<file path="src/rtl/traffic_pkg.sv">
// Shared state encoding and lamp codes for traffic_light_ctrl.
// The EMERG state exists only when EMERG_PREEMPT_EN is defined.
package traffic_pkg;

    typedef enum logic [2:0] {
        NS_G = 3'd0,
        NS_Y = 3'd1,
        AR1  = 3'd2,
        EW_G = 3'd3,
        EW_Y = 3'd4,
        AR2  = 3'd5,
        WALK = 3'd6
`ifdef EMERG_PREEMPT_EN
        ,
        EMERG = 3'd7
`endif
    } state_e;

    localparam logic [2:0] LAMP_R = 3'b100;
    localparam logic [2:0] LAMP_Y = 3'b010;
    localparam logic [2:0] LAMP_G = 3'b001;

endpackage

</file>
<file path="src/rtl/traffic_light_ctrl_if.sv">
// Request inputs and lamp outputs of traffic_light_ctrl.
// The emerg input is present only when EMERG_PREEMPT_EN is defined.
interface traffic_light_ctrl_if;

    logic       ped_req;
    logic       car_ew;
`ifdef EMERG_PREEMPT_EN
    logic       emerg;
`endif
    logic [2:0] ns_light;
    logic [2:0] ew_light;
    logic       walk;
    logic       ped_ack;
    logic [2:0] phase;

    modport master (
`ifdef EMERG_PREEMPT_EN
        output emerg,
`endif
        output ped_req,
        output car_ew,
        input  ns_light,
        input  ew_light,
        input  walk,
        input  ped_ack,
        input  phase
    );

    modport slave (
`ifdef EMERG_PREEMPT_EN
        input  emerg,
`endif
        input  ped_req,
        input  car_ew,
        output ns_light,
        output ew_light,
        output walk,
        output ped_ack,
        output phase
    );

endinterface

</file>
<file path="src/rtl/phase_timer.sv">
// Per-phase dwell down-counter; zero_o flags the last cycle of a dwell.
// Resets to the all-red clearance length to match the controller's reset state.
module phase_timer #(
    parameter int unsigned TMR_W    = 8,
    parameter int unsigned ALLRED_T = 1
) (
    input  logic             clk,
    input  logic             rst_n,
    input  logic             load_i,
    input  logic [TMR_W-1:0] load_val_i,
    output logic             zero_o
);

    logic [TMR_W-1:0] cnt_q;
    logic [TMR_W-1:0] cnt_d;

    always_comb begin
        cnt_d = load_i ? load_val_i : cnt_q - TMR_W'(1);
    end

    always_ff @(posedge clk or negedge rst_n) begin
        if (!rst_n) begin
            cnt_q <= TMR_W'(ALLRED_T - 1);
        end else begin
            cnt_q <= cnt_d;
        end
    end

    assign zero_o = (cnt_q == '0);

endmodule

</file>
<file path="src/rtl/traffic_light_ctrl.sv">
// Two-road intersection phase sequencer with pedestrian walk phase.
// Optional emergency preemption is enabled by defining EMERG_PREEMPT_EN.
module traffic_light_ctrl
    import traffic_pkg::*;
#(
    parameter int unsigned GREEN_T  = 8,
    parameter int unsigned YELLOW_T = 3,
    parameter int unsigned ALLRED_T = 1,
    parameter int unsigned WALK_T   = 5,
    parameter int unsigned TMR_W    = 8
) (
    input  logic                 clk,
    input  logic                 rst_n,
    traffic_light_ctrl_if.slave  bus
);

    state_e           state_q;
    state_e           state_d;
    logic             ped_pend_q;
    logic             ped_pend_d;
    logic             ped_ack_q;
    logic             ped_ack_d;
    logic             walk_entry;
    logic             tmr_zero;
    logic             tmr_load;
    logic [TMR_W-1:0] tmr_val;

    phase_timer #(
        .TMR_W    (TMR_W),
        .ALLRED_T (ALLRED_T)
    ) u_timer (
        .clk        (clk),
        .rst_n      (rst_n),
        .load_i     (tmr_load),
        .load_val_i (tmr_val),
        .zero_o     (tmr_zero)
    );

    always_ff @(posedge clk or negedge rst_n) begin
        if (!rst_n) begin
            state_q    <= AR2;
            ped_pend_q <= 1'b0;
            ped_ack_q  <= 1'b0;
        end else begin
            state_q    <= state_d;
            ped_pend_q <= ped_pend_d;
            ped_ack_q  <= ped_ack_d;
        end
    end

    always_comb begin
        state_d = state_q;
        case (state_q)
            NS_G: begin
                // Green holds while nobody waits; the timer simply reloads.
                if (tmr_zero && (bus.car_ew || ped_pend_q)) state_d = NS_Y;
`ifdef EMERG_PREEMPT_EN
                if (bus.emerg) state_d = NS_Y;
`endif
            end
            NS_Y: if (tmr_zero) state_d = AR1;
            AR1: begin
                if (tmr_zero) begin
                    state_d = EW_G;
`ifdef EMERG_PREEMPT_EN
                    if (bus.emerg) state_d = EMERG;
`endif
                end
            end
            EW_G: begin
                if (tmr_zero) state_d = EW_Y;
`ifdef EMERG_PREEMPT_EN
                if (bus.emerg) state_d = EW_Y;
`endif
            end
            EW_Y: if (tmr_zero) state_d = AR2;
            AR2: begin
                if (tmr_zero) begin
                    state_d = ped_pend_q ? WALK : NS_G;
`ifdef EMERG_PREEMPT_EN
                    if (bus.emerg) state_d = EMERG;
`endif
                end
            end
            WALK: begin
                if (tmr_zero) begin
                    state_d = NS_G;
`ifdef EMERG_PREEMPT_EN
                    if (bus.emerg) state_d = EMERG;
`endif
                end
            end
`ifdef EMERG_PREEMPT_EN
            EMERG: if (!bus.emerg) state_d = AR2;
`endif
            default: state_d = AR2;
        endcase
    end

    always_comb begin
        case (state_d)
            NS_G, EW_G: tmr_val = TMR_W'(GREEN_T - 1);
            NS_Y, EW_Y: tmr_val = TMR_W'(YELLOW_T - 1);
            WALK:       tmr_val = TMR_W'(WALK_T - 1);
            default:    tmr_val = TMR_W'(ALLRED_T - 1);
        endcase
    end

    // Reload on every phase change (including preemption) and on each green re-dwell.
    assign tmr_load   = tmr_zero || (state_d != state_q);
    assign walk_entry = (state_q == AR2) && (state_d == WALK);
    assign ped_pend_d = bus.ped_req | (ped_pend_q & ~walk_entry);
    assign ped_ack_d  = walk_entry;

    always_comb begin
        bus.ns_light = LAMP_R;
        bus.ew_light = LAMP_R;
        case (state_q)
            NS_G:    bus.ns_light = LAMP_G;
            NS_Y:    bus.ns_light = LAMP_Y;
            EW_G:    bus.ew_light = LAMP_G;
            EW_Y:    bus.ew_light = LAMP_Y;
            default: begin end
        endcase
        bus.walk    = (state_q == WALK);
        bus.ped_ack = ped_ack_q;
        bus.phase   = state_q;
    end

endmodule

</file>
<file path="src/flat_wrapper.sv">
// flat-port wrapper written by rule: the top's interface ports become plain ports
module traffic_light_ctrl_flat import traffic_pkg::*;
#(
    parameter int unsigned GREEN_T  = 8,
    parameter int unsigned YELLOW_T = 3,
    parameter int unsigned ALLRED_T = 1,
    parameter int unsigned WALK_T   = 5,
    parameter int unsigned TMR_W    = 8
)
  (clk, rst_n, bus_ped_req, bus_car_ew, bus_ns_light, bus_ew_light, bus_walk, bus_ped_ack, bus_phase);
  traffic_light_ctrl_if bus_i ();
  input  logic clk;
  input  logic rst_n;
  input wire logic [$bits(bus_i.ped_req)-1:0] bus_ped_req;
  input wire logic [$bits(bus_i.car_ew)-1:0] bus_car_ew;
  output wire logic [$bits(bus_i.ns_light)-1:0] bus_ns_light;
  output wire logic [$bits(bus_i.ew_light)-1:0] bus_ew_light;
  output wire logic [$bits(bus_i.walk)-1:0] bus_walk;
  output wire logic [$bits(bus_i.ped_ack)-1:0] bus_ped_ack;
  output wire logic [$bits(bus_i.phase)-1:0] bus_phase;
  assign bus_i.ped_req = bus_ped_req;
  assign bus_i.car_ew = bus_car_ew;
  assign bus_ns_light = bus_i.ns_light;
  assign bus_ew_light = bus_i.ew_light;
  assign bus_walk = bus_i.walk;
  assign bus_ped_ack = bus_i.ped_ack;
  assign bus_phase = bus_i.phase;
  traffic_light_ctrl #(.GREEN_T(GREEN_T), .YELLOW_T(YELLOW_T), .ALLRED_T(ALLRED_T), .WALK_T(WALK_T), .TMR_W(TMR_W)) u_core (.clk(clk), .rst_n(rst_n), .bus(bus_i));
endmodule
</file>
<file path="config.mk">
export PLATFORM = sky130hd
export DESIGN_NAME = traffic_light_ctrl_flat
export DESIGN_NICKNAME = d
export VERILOG_FILES = /design/src/rtl/traffic_pkg.sv /design/src/rtl/traffic_light_ctrl_if.sv /design/src/rtl/phase_timer.sv /design/src/rtl/traffic_light_ctrl.sv /design/src/flat_wrapper.sv
export SDC_FILE = /design/constraint.sdc
export NUM_CORES = 1
export LEC_CHECK = 0
export BUFFER_PORTS_ARGS = -buffer_cell sky130_fd_sc_hd__buf_2
export CAP_MARGIN = 20
export CORE_ASPECT_RATIO = 0.9
export CORE_MARGIN = 10
export CORE_UTILIZATION = 30
export CTS_CLUSTER_DIAMETER = 60
export DETAILED_ROUTE_END_ITERATION = 12
export SETUP_SLACK_MARGIN = 0.4
export SKIP_CTS_REPAIR_TIMING = 1
export SLEW_MARGIN = 15
export SYNTH_ARGS = -nofsm -noshare
export SYNTH_HDL_FRONTEND = slang
export SYNTH_SLANG_ARGS = --single-unit
</file>
<file path="constraint.sdc">
create_clock -name clk -period 2.1 [get_ports clk]
set_input_delay 0.315 -clock clk [delete_from_list [all_inputs] [get_ports clk]]
set_output_delay 0.315 -clock clk [all_outputs]
set_load 0.1 [all_outputs]
</file>
==> out/results.ini, run 1 <==
[synth]
synth_compound_area_frac=0.203
synthesis.area_um2=827
synthMuxAreaShare=0.0136
syn_area_per_cell_um2=9.19
synthAdderAreaFrac=0.0151
synth_xor_area_frac=0.0106
yosysSeqAreaShare=0.396
synth_cells=90
yosysWarnings=0
postSynthRegisterBits=13
ys_types=43
yosys.area_share.simple=0.303
synth-edff-count=0
async_flop_share=1.00
syn-num-nets=95
ys.flop_type=dfrtp_1
synth_top_family_by_area=simple AND/OR/NAND/NOR gates

[final_layout]
multi_input_area_um2=554
regArea_um2=339
antenna_cells=0
syn2layout_area_growth_pct=60.7
fin_area_um2=1330
final_common_cell=buf_4
layout_common_cells=buf_4 (20), dfrtp_1 (10), buf_12 (6)
drive_gt1_frac=0.544
layout.cells.non_filler=153
fin_nets=131
fill_cells=214

[setup_path]
end_kind=flip-flop
crit_type=flip-flop to flip-flop
worstReg2RegStart=u_core.u_timer.cnt_q[0]
worst-r2r-setup-slack_ns=0.15
cp_max_fo=4
r2r-end=u_core.u_timer.cnt_q[1]
arrival_ns=2.14
ff2ff_path_depth=5
required_ns=2.28
start_kind=flip-flop

[floorplanning]
rows=17
ioPinCount=15
die_x_um=75.3
start_util=0.324
dieArea_um2=5260
core_um2=2550
fp.dieH_um=69.8

[global_routing]
grt_usage=0.0783
overflow=0
antenna_found_initial=0
grt_pass1_vias=688
grt_max_degree=22
grt_pass1_wl_um=3330

[placement]
dpl.cell_count=128
place_congestion=0.802
hpwlAfterDp_um=1450
post_dp_cell_area_um2=1010
dpl_worst_slack_ns=0.168
portBuffers=14

[drt]
ant_nets=0
vias=843
first_pass_iters=4
drt_iter0_drc=68
vias_per_cell=5.51
drc=0
avgRoutedWirePerCell_um=16.2
wl_um=2470

[sta]
drv_slew=0
timing.hold.ws_ns=0.306
fin_crit_ns=1.95
fin_skew_ns=0.00811
worstMarginPinSlew_ns=0.487
max_slew_margin=0.678
layout_setup_ws_ns=0.146
rsz0062_at_grt=yes
fin_crit_sh=0.930
finalSetupViolCount=0
fmax_mhz=512
hold_violations=0

[job]
max_cap_viol_count=0

[cts]
cts_root_buf=clkbuf_4
clock_latency_ns=0.28
numCtsBuffers=3
cts.sinks=13
clockBufferDepth=2
cts_tree=done
clk_pin_slew_ns=0.09
h-tree-depth=1

[hold_path]
holdCritPathClass=primary input to flip-flop
min_from=bus_ped_req
min_path_cells=3
min_to=u_core.ped_pend_q

[outcome]
outcome=complete, no violations

[critical path: stages (launching register included)]
cell and delay, ns:
dfrtp_1 0.42, inv_2 0.08, ha_4 0.15, or4b_4 0.49, or4_4 0.54, and3_4 0.18
[state kept, by name, summed over array words and instances (netlist names)]
name,cells
u_core.ped_pend_q,1
u_core.bus.phase,3
u_core.u_timer.cnt_q,8
u_core.bus.ped_ack,1
[area by class of cell]
type / count / area share
Multi-Input combinational cell: 66 / 0.417
Timing Repair Buffer: 38 / 0.270
Sequential cell: 13 / 0.255
Tap cell: 28 / 0.0264
Clock buffer: 4 / 0.0198
Inverter: 4 / 0.0113
[cells in the mapped netlist, drive strengths merged (2+ instances only)]
cell / n / share of area
dfrtp: 11 / 0.33
nor2: 8 / 0.036
clkbuf: 6 / 0.027
a21oi: 4 / 0.024
a31oi: 4 / 0.030
inv: 4 / 0.018
o21ai: 4 / 0.024
nand2: 3 / 0.014
nor2b: 3 / 0.023
nor3: 3 / 0.018
a31o: 2 / 0.021
and3: 2 / 0.015
dfstp: 2 / 0.064
nor3b: 2 / 0.018
nor4: 2 / 0.015
o31ai: 2 / 0.018
or3: 2 / 0.017
or4: 2 / 0.018
or4b: 2 / 0.029
[worst max-delay path by stage]
stage                       startpoint                 endpoint  slack (ns)
4_1_cts            u_core.bus.phase[2]          bus_ew_light[2]       -0.02
5_1_grt        u_core.u_timer.cnt_q[0]  u_core.u_timer.cnt_q[1]        0.09
6_report       u_core.u_timer.cnt_q[0]  u_core.u_timer.cnt_q[1]        0.15
3_5_place_dp   u_core.u_timer.cnt_q[0]  u_core.u_timer.cnt_q[1]        0.17
3_3_place_gp   u_core.u_timer.cnt_q[0]  u_core.u_timer.cnt_q[1]        0.21
2_1_floorplan      u_core.bus.phase[0]          bus_ew_light[2]       -0.21
[kinds of logic after synthesis]
| group | after synthesis |
|---|---|
| adder cells (fa/ha/maj) | 1 |
| buffers and inverters | 11 |
| XOR/XNOR | 1 |
| flip-flops | 13 |
| multiplexers | 1 |
| AND/OR/NAND/NOR | 39 |
| AO/OA/AOI/OAI | 24 |
[through the flow]
stage,util,TNS [ns]
2_1_floorplan,-,-0.492
3_3_place_gp,0.397,0
3_5_place_dp,0.397,0
4_1_cts,0.407,-0.0213
5_1_grt,0.521,0
6_report,0.521,0
[routing by layer]
metal  GRT usage  vias to the layer above  wire, µm
met5           0                        -         0
met4      0.0245                        0        62
met3      0.0214                        6        45
met2       0.124                       12      1280
met1      0.0985                      412      1090
li1            -                      413         -
Power of run 1 is not shown: default switching activity piles up to over one toggle a cycle in this logic, so the estimate is an artifact.
==> run 2, diff against run 1 <==
--- a/config.mk
+++ b/config.mk
@@ -12,7 +12,7 @@
 export CORE_UTILIZATION = 30
 export CTS_CLUSTER_DIAMETER = 60
 export DETAILED_ROUTE_END_ITERATION = 12
-export SETUP_SLACK_MARGIN = 0.4
+export SETUP_SLACK_MARGIN = 0.05
 export SKIP_CTS_REPAIR_TIMING = 1
 export SLEW_MARGIN = 15
 export SYNTH_ARGS = -nofsm -noshare
==> run 2 against run 1 <==
Compared with the run above: sequential share of layout area rose by 6.1 points; count of clock-buffer cells in the layout did not move; cell count fell by 12%; worst hold slack got worse by 0.0069 ns; routed wire length fell by 20%; via count fell by 12%; critical path depth fell by 1; largest cell class unchanged.
==> out/results.ini, run 2 (synthesized netlist as in run 1, its figures left out) <==
[outcome]
outcome=complete, no violations

[final_layout]
layout_common_cells=buf_2 (10), dfrtp_1 (10), buf_4 (6)
antenna_cells=0
syn2layout_area_growth_pct=29.5
drive_gt1_frac=0.374
top_register=u_core.u_timer.cnt_q
fin_area_um2=1070
multi_input_area_um2=503
regArea_um2=339
largest_reg_flops=8
fin_nets=113
fill_cells=252

[drt]
vias=745
ant_nets=0
drc=0
wl_um=1990
drt_iter0_drc=20
avgRoutedWirePerCell_um=14.7
vias_per_cell=5.52
first_pass_iters=4

[cts]
cts.sinks=13
h-tree-depth=1
clk_pin_slew_ns=0.07
cts_root_buf=clkbuf_4
clock_latency_ns=0.27
clockBufferDepth=2
numCtsBuffers=3
cts_tree=done

[setup_path]
endpoint=bus_ns_light[0]
crit_path_start=u_core.bus.phase[2]
r2r-end=u_core.u_timer.cnt_q[1]
end_kind=output pin
ff2ff_path_depth=5
required_ns=1.78
crit_type=flip-flop to output pin
start_kind=flip-flop
worstReg2RegStart=u_core.u_timer.cnt_q[0]
cp_max_fo=13
worst-r2r-setup-slack_ns=0.18
arrival_ns=1.65

[floorplanning]
die_x_um=75.3
core_um2=2550
dieArea_um2=5260
rows=17
start_util=0.324
fp.dieH_um=69.8
ioPinCount=15

[sta]
fin_crit_sh=0.937
hold_violations=0
drv_slew=0
fmax_mhz=508
fin_crit_ns=1.97
finalSetupViolCount=0
layout_setup_ws_ns=0.131
fin_skew_ns=0.00321
max_slew_margin=0.676
worstMarginPinSlew_ns=0.490
rsz0062_at_grt=no

[global_routing]
antenna_found_initial=0
overflow=0
grt_max_degree=22
grt_pass1_vias=703
grt_pass1_wl_um=3520
grt_usage=0.0828

[job]
max_cap_viol_count=0

[hold_path]
holdCritPathClass=primary input to flip-flop

[placement]
portBuffers=14
post_dp_cell_area_um2=1010
place_congestion=0.768
dpl_worst_slack_ns=0.176
hpwlAfterDp_um=1450

## run 2: cell types whose count changed in the layout (fill, tap and decap cells not counted), sizes merged
cell    delta
buf       -16
clkbuf     -2
## run 2: cell type report
class	instances	area share
timing repair buffer	20	0.143
inverter	4	0.0140
sequential	13	0.317
multi-input combinational	66	0.470
clock buffer	4	0.0245
tap	28	0.0327
## run 2: critical path, stage by stage, from the launching register on
cell and delay (ns):
dfstp_4 0.48, buf_12 0.14, or2_4 0.24, nor2_4 0.09, buf_2 0.42
## run 2: metrics by stage
stage | TNS [ns] | std cells | util | hold WS, ns
2_1_floorplan | -0.498 | 90 | - | 0.0194
3_3_place_gp | 0 | 129 | 0.395 | 0.219
3_5_place_dp | 0 | 129 | 0.395 | 0.223
4_1_cts | -0.0315 | 133 | 0.405 | -0.0816
5_1_grt | 0 | 135 | 0.420 | 0.303
6_report | 0 | 135 | 0.420 | 0.299
## run 2: layer usage
| layer | GRT usage | routed length (µm) |
|---|---|---|
| met2 | 0.120 | 948 |
| met3 | 0.0385 | 103 |
| met1 | 0.106 | 908 |
| met5 | 0 | 0 |
| met4 | 0.0225 | 24 |
## run 2: worst min-delay path by stage
stage                            from  cells after the start                 endpoint
after floorplan                 rst_n                      0       u_core.bus.ped_ack
after global placement          rst_n                      1  u_core.u_timer.cnt_q[4]
after detailed placement        rst_n                      1  u_core.u_timer.cnt_q[4]
after CTS                       rst_n                      1  u_core.u_timer.cnt_q[4]
after global routing      bus_ped_req                      3        u_core.ped_pend_q
final                     bus_ped_req                      3        u_core.ped_pend_q
Power of run 2 is left out for the same reason.
